[src/rtl/dmem_arbiter.sv]
// rtl/dmem_arbiter.sv - two-port data memory arbiter, core priority with debug starvation guard
module dmem_arbiter #(
    parameter int ADDR_W       = 16,
    parameter int DATA_W       = 16,
    parameter int RD_LAT       = 1,
    parameter int STARVE_LIMIT = 8
) (
    input  logic              clk,
    input  logic              reset,
    input  logic              c_req,
    input  logic              c_we,
    input  logic [ADDR_W-1:0] c_addr,
    input  logic [DATA_W-1:0] c_wdata,
    output logic              c_gnt,
    output logic              c_rvalid,
    output logic [DATA_W-1:0] c_rdata,
    input  logic              d_req,
    input  logic              d_we,
    input  logic [ADDR_W-1:0] d_addr,
    input  logic [DATA_W-1:0] d_wdata,
    output logic              d_gnt,
    output logic              d_rvalid,
    output logic [DATA_W-1:0] d_rdata,
    output logic              mem_en,
    output logic              mem_we,
    output logic [ADDR_W-1:0] mem_addr,
    output logic [DATA_W-1:0] mem_wdata,
    input  logic [DATA_W-1:0] mem_rdata,
    output logic              d_starved
);

    localparam logic [7:0] LIMIT = 8'(STARVE_LIMIT);

    logic [7:0]        wait_cnt;
    logic              override;
    logic [RD_LAT-1:0] tag_v;
    logic [RD_LAT-1:0] tag_id;
    logic [DATA_W-1:0] c_rdata_q;
    logic [DATA_W-1:0] d_rdata_q;

    // Grants are gated by reset so they drop the instant reset rises.
    always_comb begin
        override  = ~reset & d_req & (wait_cnt == LIMIT);
        c_gnt     = ~reset & c_req & ~override;
        d_gnt     = ~reset & (override | (d_req & ~c_req));
        d_starved = override;
        mem_en    = c_gnt | d_gnt;
        mem_we    = 1'b0;
        mem_addr  = '0;
        mem_wdata = '0;
        if (c_gnt) begin
            mem_we    = c_we;
            mem_addr  = c_addr;
            mem_wdata = c_wdata;
        end else if (d_gnt) begin
            mem_we    = d_we;
            mem_addr  = d_addr;
            mem_wdata = d_wdata;
        end
    end

    always_ff @(posedge clk or posedge reset) begin
        if (reset) begin
            wait_cnt <= '0;
        end else if (d_gnt || !d_req) begin
            wait_cnt <= '0;
        end else if (wait_cnt != LIMIT) begin
            wait_cnt <= wait_cnt + 8'd1;
        end
    end

    // Owner tag travels alongside the memory read so data lands at the right port.
    always_ff @(posedge clk or posedge reset) begin
        if (reset) begin
            tag_v  <= '0;
            tag_id <= '0;
        end else begin
            tag_v[0]  <= mem_en & ~mem_we;
            tag_id[0] <= d_gnt;
            for (int i = 1; i < RD_LAT; i++) begin
                tag_v[i]  <= tag_v[i-1];
                tag_id[i] <= tag_id[i-1];
            end
        end
    end

    assign c_rvalid = tag_v[RD_LAT-1] & ~tag_id[RD_LAT-1];
    assign d_rvalid = tag_v[RD_LAT-1] & tag_id[RD_LAT-1];

    always_ff @(posedge clk or posedge reset) begin
        if (reset) begin
            c_rdata_q <= '0;
            d_rdata_q <= '0;
        end else begin
            if (c_rvalid) c_rdata_q <= mem_rdata;
            if (d_rvalid) d_rdata_q <= mem_rdata;
        end
    end

    assign c_rdata = c_rvalid ? mem_rdata : c_rdata_q;
    assign d_rdata = d_rvalid ? mem_rdata : d_rdata_q;

endmodule

[config.mk]
export PLATFORM = sky130hd
export DESIGN_NAME = dmem_arbiter
export DESIGN_NICKNAME = d
export VERILOG_FILES = /design/src/rtl/dmem_arbiter.sv
export SDC_FILE = /design/constraint.sdc
export NUM_CORES = 1
export LEC_CHECK = 0
export CORE_MARGIN = 3
export CORE_UTILIZATION = 37
export DETAILED_ROUTE_END_ITERATION = 12
export GPL_ROUTABILITY_DRIVEN = 0
export PLACE_DENSITY = 0.87
export SLEW_MARGIN = 10
export SYNTH_ARGS = -nofsm -noshare
export SYNTH_HDL_FRONTEND = slang
export SYNTH_SLANG_ARGS = --single-unit
[constraint.sdc]
create_clock -name clk -period 6.25 [get_ports clk]
set_clock_uncertainty 0.2 [all_clocks]
set_input_delay 0.9375 -clock clk [delete_from_list [all_inputs] [get_ports clk]]
set_output_delay 0.9375 -clock clk [all_outputs]
set_load 0.01 [all_outputs]
==> flow_metrics.env, run 1 <==
export IMPL_status="finished clean"
export IMPL_path_clk_slew_ns=0.08
export IMPL_synth_xor_area_share=0.02535
export IMPL_setup_viol=0
export IMPL_worstPathArrival_ns=3.17
export IMPL_min_period_over_period=0.6892
export IMPL_ir_drop_mv=0.1372
export IMPL_met1_usage=0.2250
export IMPL_ant_nets=0
export IMPL_min_from="d_rdata_q[0]"
export IMPL_synth_compound_area_share=0.1642
export IMPL_synth_distinct_cells=28
export IMPL_hp_class="flip-flop to flip-flop"
export IMPL_place_ws_ns=1.948
export IMPL_leakagePower_nw=1.576
export IMPL_via_per_inst=4.928
export IMPL_ff2ff_setup_slack_ns=3.84
export IMPL_synth_top_family_by_area="multiplexers"
export IMPL_synth_top_area_share=0.5069
export IMPL_crit_path_end_kind="output pin"
export IMPL_top_level_ports=157
export IMPL_clkLatencyLatePin_ns=0.29
export IMPL_die_h_microns=80.86
export IMPL_dieArea_sq_um=6538
export IMPL_p_per_area_nw_per_um2=237.2
export IMPL_worst_slack_ns=1.943
export IMPL_grtUsageTotal=0.1836
export IMPL_use_met3=0.06098
export IMPL_first_global_vias=1983
export IMPL_regToRegStartpoint="wait_cnt[0]"
export IMPL_rows=26
export IMPL_cts_buffers=5
export IMPL_synthSimpleGateAreaFrac=0.06699
export IMPL_syn_area_sq_um=2073
export IMPL_dp_cells=381
export IMPL_fillCellCount=380
export IMPL_post_cts_resize_count=0
export IMPL_busiest_layer="met2"
export IMPL_instances_no_fill=389
export IMPL_post_cts_buffers=0
export IMPL_yosysWarnings=0
export IMPL_dieWidth_microns=80.86
export IMPL_wire_per_inst_microns=15.44
export IMPL_dp_hpwl_mm=4.839
export IMPL_drcViolationCount=0
export IMPL_clock_sinks=42
export IMPL_drv_cap=0
export IMPL_synthTopCellsByArea="dfrtp_1, mux2_2, a22o_1, buf_6, nor2_1"
export IMPL_fin_crit_ns=4.307
export IMPL_cts_max_level=2
export IMPL_core_sq_um=5270
export IMPL_placed_area_sq_um=3665
export IMPL_synth_mux_area_fraction=0.1786
export IMPL_avgSynthCellArea_sq_um=12.72
export IMPL_final_util=0.7215
export IMPL_tns_ns=0
export IMPL_synth_seq_cells=42
export IMPL_wl_mm=6.008
export IMPL_worstReg2RegEnd="tag_v"
export IMPL_root_buffer="clkbuf_8"
export IMPL_diodes=0
export IMPL_hold_path_endpoint="d_rdata_q[0]"
export IMPL_syn_to_final_growth_pct=83.40
export IMPL_cp_max_fo=35
export IMPL_drtPass1Iterations=4
export IMPL_drtIter0Drc=36
export IMPL_holdPathStages=1
export IMPL_synth_area_leader_cell="dfrtp_1"
export IMPL_layout_drive_gt1_share=0.1442
export IMPL_grt_pass1_wl_mm=9.308
export IMPL_antenna_found_initial=0
export IMPL_grt_max_degree=41
export IMPL_synth_adder_area_share=0.01207
export IMPL_reg2regPathDepth=6
export IMPL_cts_tree="yes"
export IMPL_worstSetupPathType="input port to output pin"
export IMPL_use_met2=0.3054
export IMPL_gr_total_overflow=0
export IMPL_max_freq_mhz=232.2
export IMPL_drv_slew=0
export IMPL_route_vias_total=1917
export IMPL_slew_headroom=0.3246
export IMPL_worstPathRequired_ns=5.11
export IMPL_hold_buffers=0
export IMPL_cts_buffer_depth=2
export IMPL_startpoint="c_req"
export IMPL_port_buffers=156
export IMPL_fin_area_sq_um=3802
export IMPL_synth_seq_area_share=0.5069
export IMPL_synth_cells=163
export IMPL_hold_viol=0
export IMPL_crit_path_start_kind="input port"
export IMPL_nets=406
export IMPL_initial_core_util=0.3934
export IMPL_worst_pin_slew_ns=1.013
export IMPL_synth_net_count=251
export IMPL_rsz0062_at_grt="no"
==> worst max path at each step <==
stage | endpoint | cells past startpoint
after floorplan | mem_wdata[10] | 5
after global placement | mem_wdata[15] | 4
after detailed placement | mem_wdata[8] | 4
after CTS | mem_wdata[8] | 4
after global routing | mem_addr[15] | 4
final | mem_wdata[8] | 4
==> logic make-up (layout without fill, tap and decap cells) <==
kind of cell | after synthesis | count (layout)
flops | 42 | 42
fa+ha+maj | 2 | 2
mux | 33 | 33
simple gates | 25 | 25
xor+xnor | 6 | 6
buf+inv | 16 | 172
compound gates | 39 | 39
==> synth_stat cells, drive strengths merged <==
cell type,instances
nor4b,1
xnor2,3
nand3b,1
dfrtp,42
clkbuf,2
xor2,3
o21ai,1
nand3,4
nor3b,1
nand2b,1
inv,6
ha,2
a221oi,1
a31oi,1
nand2,4
nor2b,1
o211a,1
a21oi,2
nor2,10
mux2i,1
a22o,33
and3,1
buf,8
mux2,32
nor4,1
==> worst max-delay path, cell delays in order <==
cell,delay (ns)
clkdlybuf4s50_1,0.56
o211a_1,0.86
a22o_1,0.25
clkdlybuf4s50_1,0.55
==> layout make-up <==
class	instances	area, sq um	share of cell area
timing repair buffer	158	1577	0.4146
sequential	42	1051	0.2764
multi-input combinational	105	927.1	0.2438
tap	70	87.58	0.02303
clock buffer	5	68.82	0.01810
clock inverter	3	68.82	0.01810
inverter	6	22.52	0.005923
==> metrics by stage <==
stage          power (mW)  hold slack [ns]
2_1_floorplan      0.4655           0.3122
3_3_place_gp       0.6524           0.2773
3_5_place_dp       0.6601           0.2806
4_1_cts            0.9146           0.2985
5_1_grt            0.9485           0.3115
6_report           0.9021           0.2956
==> sequential cells by signal, summed over array words and instances, names as in the netlist <==
register   count
c_rdata_q     16
d_rdata_q     16
wait_cnt       8
tag_id         1
tag_v          1
==> cells in the final DEF, fill, tap and decap left out, drive strengths merged, types with 2 or more instances in the layout <==
cell,count
a21oi,2
a22o,33
buf,2
bufinv,2
clkbuf,5
clkdlybuf4s50,156
dfrtp,42
ha,2
inv,6
mux2,32
nand2,4
nand3,4
nor2,10
xnor2,3
xor2,3
==> metal layers <==
| layer | part of all wire | up-vias |
|---|---|---|
| li1 | - | 905 |
| met1 | 0.40 | 884 |
| met2 | 0.48 | 117 |
| met3 | 0.10 | 11 |
| met4 | 0.022 | 0 |
| met5 | 0 | - |
==> report_power, final <==
part	internal (mW)	switching, mW	leakage (nW)	total [mW]
sequential	0.320	0.0131	0.510	0.333
combinational	0.202	0.116	0.997	0.318
clock	0.160	0.0914	0.0683	0.251
total	0.682	0.220	1.58	0.902
No activity file was read; power rests on OpenSTA's default activity.
==> run 2, diff against run 1 <==
--- a/config.mk
+++ b/config.mk
@@ -6,10 +6,10 @@
 export NUM_CORES = 1
 export LEC_CHECK = 0
 export CORE_MARGIN = 3
-export CORE_UTILIZATION = 37
+export CORE_UTILIZATION = 34
 export DETAILED_ROUTE_END_ITERATION = 12
 export GPL_ROUTABILITY_DRIVEN = 0
-export PLACE_DENSITY = 0.87
+export PLACE_DENSITY = 0.81
 export SLEW_MARGIN = 10
 export SYNTH_ARGS = -nofsm -noshare
 export SYNTH_HDL_FRONTEND = slang
==> constraint.sdc (replaced) <==
create_clock -name clk -period 4.1 [get_ports clk]
set_clock_uncertainty 0.2 [all_clocks]
set_input_delay 0.615 -clock clk [delete_from_list [all_inputs] [get_ports clk]]
set_output_delay 0.615 -clock clk [all_outputs]
set_load 0.01 [all_outputs]
==> flow_metrics.env, run 2 (synthesized netlist as in run 1, its figures left out) <==
export IMPL_status="finished clean"
export IMPL_dieWidth_microns=84.09
export IMPL_regToRegStartpoint="wait_cnt[0]"
export IMPL_layout_common_cells="clkdlybuf4s50_1, dfrtp_1, a22o_1, mux2_2, nor2_1"
export IMPL_leakagePower_nw=1.565
export IMPL_hold_viol=0
export IMPL_grtUsageTotal=0.1801
export IMPL_via_per_inst=4.906
export IMPL_ir_drop_mv=0.2986
export IMPL_drv_cap=0
export IMPL_first_global_vias=1979
export IMPL_ff2ff_setup_slack_ns=2.00
export IMPL_largest_registers="c_rdata_q (16), d_rdata_q (16), wait_cnt (8)"
export IMPL_rows=27
export IMPL_drtPass1Iterations=4
export IMPL_wl_met3_microns=682
export IMPL_crit_path_start_kind="flip-flop"
export IMPL_setup_viol=0
export IMPL_cts_tree="yes"
export IMPL_worstPathArrival_ns=2.63
export IMPL_cp_top_family="buffers and inverters"
export IMPL_cp_num_buf_inv=3
export IMPL_worstSetupPathType="flip-flop to output pin"
export IMPL_max_freq_mhz=290.0
export IMPL_dp_hpwl_mm=5.257
export IMPL_dieArea_sq_um=7071
export IMPL_cts_buffer_depth=2
export IMPL_cp_depth=8
export IMPL_met2_length_mm=3.309
export IMPL_top_layer="met4"
export IMPL_slew_headroom=0.3783
export IMPL_post_cts_resize_count=0
export IMPL_grt_pass1_wl_mm=9.956
export IMPL_worst_pin_slew_ns=0.9284
export IMPL_hold_buffers=0
export IMPL_syn_to_final_growth_pct=82.32
export IMPL_antenna_found_initial=0
export IMPL_crit_path_end_kind="output pin"
export IMPL_wire_per_inst_microns=16.23
export IMPL_fin_crit_ns=3.448
export IMPL_gr_total_overflow=0
export IMPL_hp_class="flip-flop to flip-flop"
export IMPL_nets=408
export IMPL_route_vias_total=1928
export IMPL_min_from="d_rdata_q[5]"
export IMPL_die_h_microns=84.09
export IMPL_rsz0062_at_grt="no"
export IMPL_drv_slew=0
export IMPL_worstReg2RegEnd="tag_v"
export IMPL_wl_met1_mm=2.207
export IMPL_cp_max_fo=36
export IMPL_core_sq_um=5709
export IMPL_ant_nets=0
export IMPL_cp_endpoint="mem_addr[15]"
export IMPL_grt_max_degree=37
export IMPL_wl_mm=6.378
export IMPL_initial_core_util=0.3631
export IMPL_min_period_over_period=0.8409
export IMPL_port_buffers=156
export IMPL_tns_ns=0
export IMPL_reg2regPathDepth=7
export IMPL_drtIter0Drc=35
export IMPL_startpoint="wait_cnt[0]"
export IMPL_layout_drive_gt1_share=0.1526
export IMPL_cpPeakStageDelay_ns=0.54
export IMPL_final_common_cell="clkdlybuf4s50_1"
export IMPL_clock_sinks=42
export IMPL_diodes=0
export IMPL_drcViolationCount=0
export IMPL_cts_max_level=2
export IMPL_crit_slowest_cell="clkdlybuf4s50_1"
export IMPL_path_cells="inv_1 -> ha_1 -> nor4b_4 -> nand2_2 -> a21oi_4 -> buf_4 -> a22o_1 -> clkdlybuf4s50_1"
export IMPL_worstPathRequired_ns=3.28
export IMPL_top_level_ports=157
export IMPL_hold_worst_slack_ns=0.2971
export IMPL_path_clk_slew_ns=0.08
export IMPL_root_buffer="clkbuf_8"
export IMPL_post_cts_buffers=0
export IMPL_cts_buffers=5
export IMPL_p_per_area_nw_per_um2=334.5
export IMPL_clkLatencyLatePin_ns=0.29
run 2: how the worst min path moves through the flow:
stage,slack [ns],cells after the start,to
finish,0.30,1,d_rdata_q[5]
global route,0.31,1,d_rdata_q[12]
CTS,0.30,1,d_rdata_q[5]
detailed placement,0.28,1,d_rdata_q[5]
global placement,0.28,1,d_rdata_q[1]
floorplan,0.31,1,d_rdata_q[0]
run 2: per-layer routing:
| layer | global-route usage | up-vias |
|---|---|---|
| met5 | 0 | - |
| met4 | 0.08187 | 0 |
| met3 | 0.07897 | 10 |
| met2 | 0.3178 | 108 |
| met1 | 0.1811 | 901 |
| li1 | - | 909 |
run 2: worst reg2reg max path: stages (launching register included):
cell and delay, ns:
dfrtp_1 0.43, inv_1 0.10, ha_1 0.15, nor4b_4 0.19, nand2_2 0.18, o211a_1 0.24, buf_4 0.23, a221oi_1 0.27
run 2: stage by stage:
stage	setup WS, ns	instances	area [sq um]	util	total power [mW]
CTS	0.6278	393	3780	0.6621	1.287
finish	0.6523	393	3780	0.6621	1.265
floorplan	0.7791	163	2073	-	0.7095
detailed placement	0.6595	385	3685	0.6454	1.013
global placement	0.7006	385	3685	0.6454	0.9998
global route	0.4891	393	3780	0.6621	1.337
run 2: layout make-up:
class / instances / area, sq um
multi-input cells: 105 / 929.6
clock buffers: 6 / 82.58
inverters: 6 / 22.52
repair buffers: 160 / 1592
clock inverters: 2 / 12.51
flip-flops and latches: 42 / 1051
fillers: 457 / 1929
well taps: 72 / 90.09
run 2: report_power, final:
part | switching [mW] | total [mW] | internal [mW]
logic | 0.179 | 0.489 | 0.309
clock network | 0.133 | 0.268 | 0.135
registers | 0.0197 | 0.508 | 0.488
total | 0.332 | 1.26 | 0.933
==> run 3, diff against run 2 <==
==> constraint.sdc (replaced) <==
create_clock -name clk -period 3.4 [get_ports clk]
set_clock_uncertainty 0.2 [all_clocks]
set_input_delay 0.51 -clock clk [delete_from_list [all_inputs] [get_ports clk]]
set_output_delay 0.51 -clock clk [all_outputs]
set_load 0.01 [all_outputs]
==> flow_metrics.env, run 3 (synthesized netlist as in run 1, its figures left out) <==
export IMPL_status="finished clean"
export IMPL_grtUsageTotal=0.1693
export IMPL_tns_ns=0
export IMPL_drv_cap=0
export IMPL_instances_no_fill=395
export IMPL_drcViolationCount=0
export IMPL_path_clk_slew_ns=0.08
export IMPL_power_net_switching_mw=0.4013
export IMPL_multi_input_area_sq_um=934.6
export IMPL_p_per_area_nw_per_um2=412.7
export IMPL_rows=27
export IMPL_fillCellCount=445
export IMPL_grt_pass1_wl_mm=9.604
export IMPL_seq_area_sq_um=1051
export IMPL_ir_drop_mv=0.2575
export IMPL_worst_pin_slew_ns=0.7247
export IMPL_p_comb_frac=0.374
export IMPL_rsz0062_at_grt="no"
export IMPL_drtIter0Drc=42
export IMPL_top_level_ports=157
export IMPL_layout_drive_gt1_share=0.1548
export IMPL_grt_max_degree=43
export IMPL_hold_viol=0
export IMPL_cts_buffers=5
export IMPL_antenna_found_initial=0
export IMPL_setup_viol=0
export IMPL_seqPwrFrac=0.386
export IMPL_cp_max_fo=33
export IMPL_dieArea_sq_um=7071
export IMPL_wl_mm=6.193
export IMPL_p_sw_frac=0.2531
export IMPL_worstPathRequired_ns=2.69
export IMPL_layout_common_cells="clkdlybuf4s50_1, dfrtp_1, a22o_1, mux2_2, nor2_1"
export IMPL_slew_headroom=0.5146
export IMPL_first_global_vias=2027
export IMPL_route_vias_total=1946
export IMPL_port_buffers=156
export IMPL_clock_sinks=42
export IMPL_root_buffer="clkbuf_8"
export IMPL_path_cells="inv_1 -> ha_1 -> nor4b_4 -> nand2_4 -> o211a_1 -> buf_12 -> a22o_1 -> clkdlybuf4s50_1"
export IMPL_dieWidth_microns=84.09
export IMPL_wire_per_inst_microns=15.68
export IMPL_die_h_microns=84.09
export IMPL_cell_internal_pwr_mw=1.184
export IMPL_worstSetupPathType="flip-flop to output pin"
export IMPL_cts_buffer_depth=2
export IMPL_largest_registers="c_rdata_q (16), d_rdata_q (16), wait_cnt (8)"
export IMPL_max_freq_mhz=303.6
export IMPL_min_period_over_period=0.9687
export IMPL_leakagePower_nw=1.608
export IMPL_gr_total_overflow=0
export IMPL_diodes=0
export IMPL_final_util=0.6730
export IMPL_crit_path_end_kind="output pin"
export IMPL_crit_path_start_kind="flip-flop"
export IMPL_fin_crit_ns=3.294
export IMPL_initial_core_util=0.3631
export IMPL_cpPeakStageDelay_ns=0.51
export IMPL_clkPwrFrac=0.240
export IMPL_via_per_inst=4.927
export IMPL_core_sq_um=5709
export IMPL_hp_class="flip-flop to flip-flop"
export IMPL_dp_hpwl_mm=4.969
export IMPL_hold_buffers=0
export IMPL_ant_nets=0
export IMPL_clkLatencyLatePin_ns=0.28
export IMPL_crit_slowest_cell="clkdlybuf4s50_1"
export IMPL_worstPathArrival_ns=2.58
export IMPL_drv_slew=0
export IMPL_cts_tree="yes"
export IMPL_drtPass1Iterations=6
export IMPL_dp_cells=386
export IMPL_syn_to_final_growth_pct=85.34
export IMPL_cts_max_level=2
export IMPL_final_common_cell="clkdlybuf4s50_1"
export IMPL_nets=410
-- run 3: cell types whose count changed in the layout (fill, tap and decap cells not counted) --
cell             previous run  this run
clkbuf_8                    6         5
clkinv_2                    1         0
bufinv_16                   0         1
clkdlybuf4s50_1           156       155
nand2_4                     0         1
dlymetal6s2s_1              0         1
nand2_2                     1         0
clkbuf_1                    0         1
buf_12                      0         2
-- run 3: power groups by stage --
stage	registers, mW	clock network, mW	logic, mW
2_1_floorplan	0.615	0	0.241
4_1_cts	0.614	0.398	0.602
3_5_place_dp	0.624	0	0.600
6_report	0.613	0.381	0.592
3_3_place_gp	0.618	0	0.590
5_1_grt	0.622	0.417	0.634
-- run 3: metrics by stage --
step / total power, mW / worst slack [ns] / hold WS [ns] / instance area [sq um]
CTS: 1.613 / 0.05609 / 0.3020 / 3835
floorplan: 0.8556 / 0.2891 / 0.3122 / 2073
detailed placement: 1.224 / 0.2787 / 0.2822 / 3717
finish: 1.586 / 0.1063 / 0.2994 / 3842
global route: 1.672 / 0.008881 / 0.3149 / 3842
global placement: 1.208 / 0.3276 / 0.2766 / 3717
-- run 3: worst paths after layout --
check	slack [ns]	cells after the start	startpoint	to
min in group asynchronous	0.52	3	reset	wait_cnt[7]
min reg2reg	0.30	1	c_rdata_q[0]	c_rdata_q[0]
min	0.30	1	c_rdata_q[0]	c_rdata_q[0]
max reg2reg	1.24	6	wait_cnt[0]	wait_cnt[3]
max	0.11	8	wait_cnt[0]	mem_addr[0]
max in group asynchronous	2.13	3	reset	d_rdata_q[7]
-- run 3: timing repair --
action                     in CTS  in global routing
setup buffers                   1                  0
pin swaps                       1                  0
gates resized for setup         0                  2
setup endpoints to repair       5                 13
-- run 3: area by class of cell --
class / count / share of cell area
Timing Repair Buffer: 162 / 0.4253
Sequential cell: 42 / 0.2735
Multi-Input combinational cell: 105 / 0.2432
Tap cell: 72 / 0.02345
Clock buffer: 6 / 0.01889
Clock inverter: 2 / 0.009769
Inverter: 6 / 0.005861
-- run 3: routing by layer --
| layer | vias up | GRT usage | share of wire |
|---|---|---|---|
| li1 | 916 | - | - |
| met1 | 913 | 0.1833 | 0.37 |
| met2 | 107 | 0.3027 | 0.52 |
| met3 | 10 | 0.06022 | 0.089 |
| met4 | 0 | 0.05848 | 0.021 |
| met5 | - | 0 | 0 |
-- run 3: critical path: cells and delay by family, from the launching register on --
family / cells / cell delay (ns)
fa+ha+maj: 1 / 0.17
buf+inv: 3 / 0.80
simple gates: 2 / 0.39
compound gates: 2 / 0.48
flops: 1 / 0.44
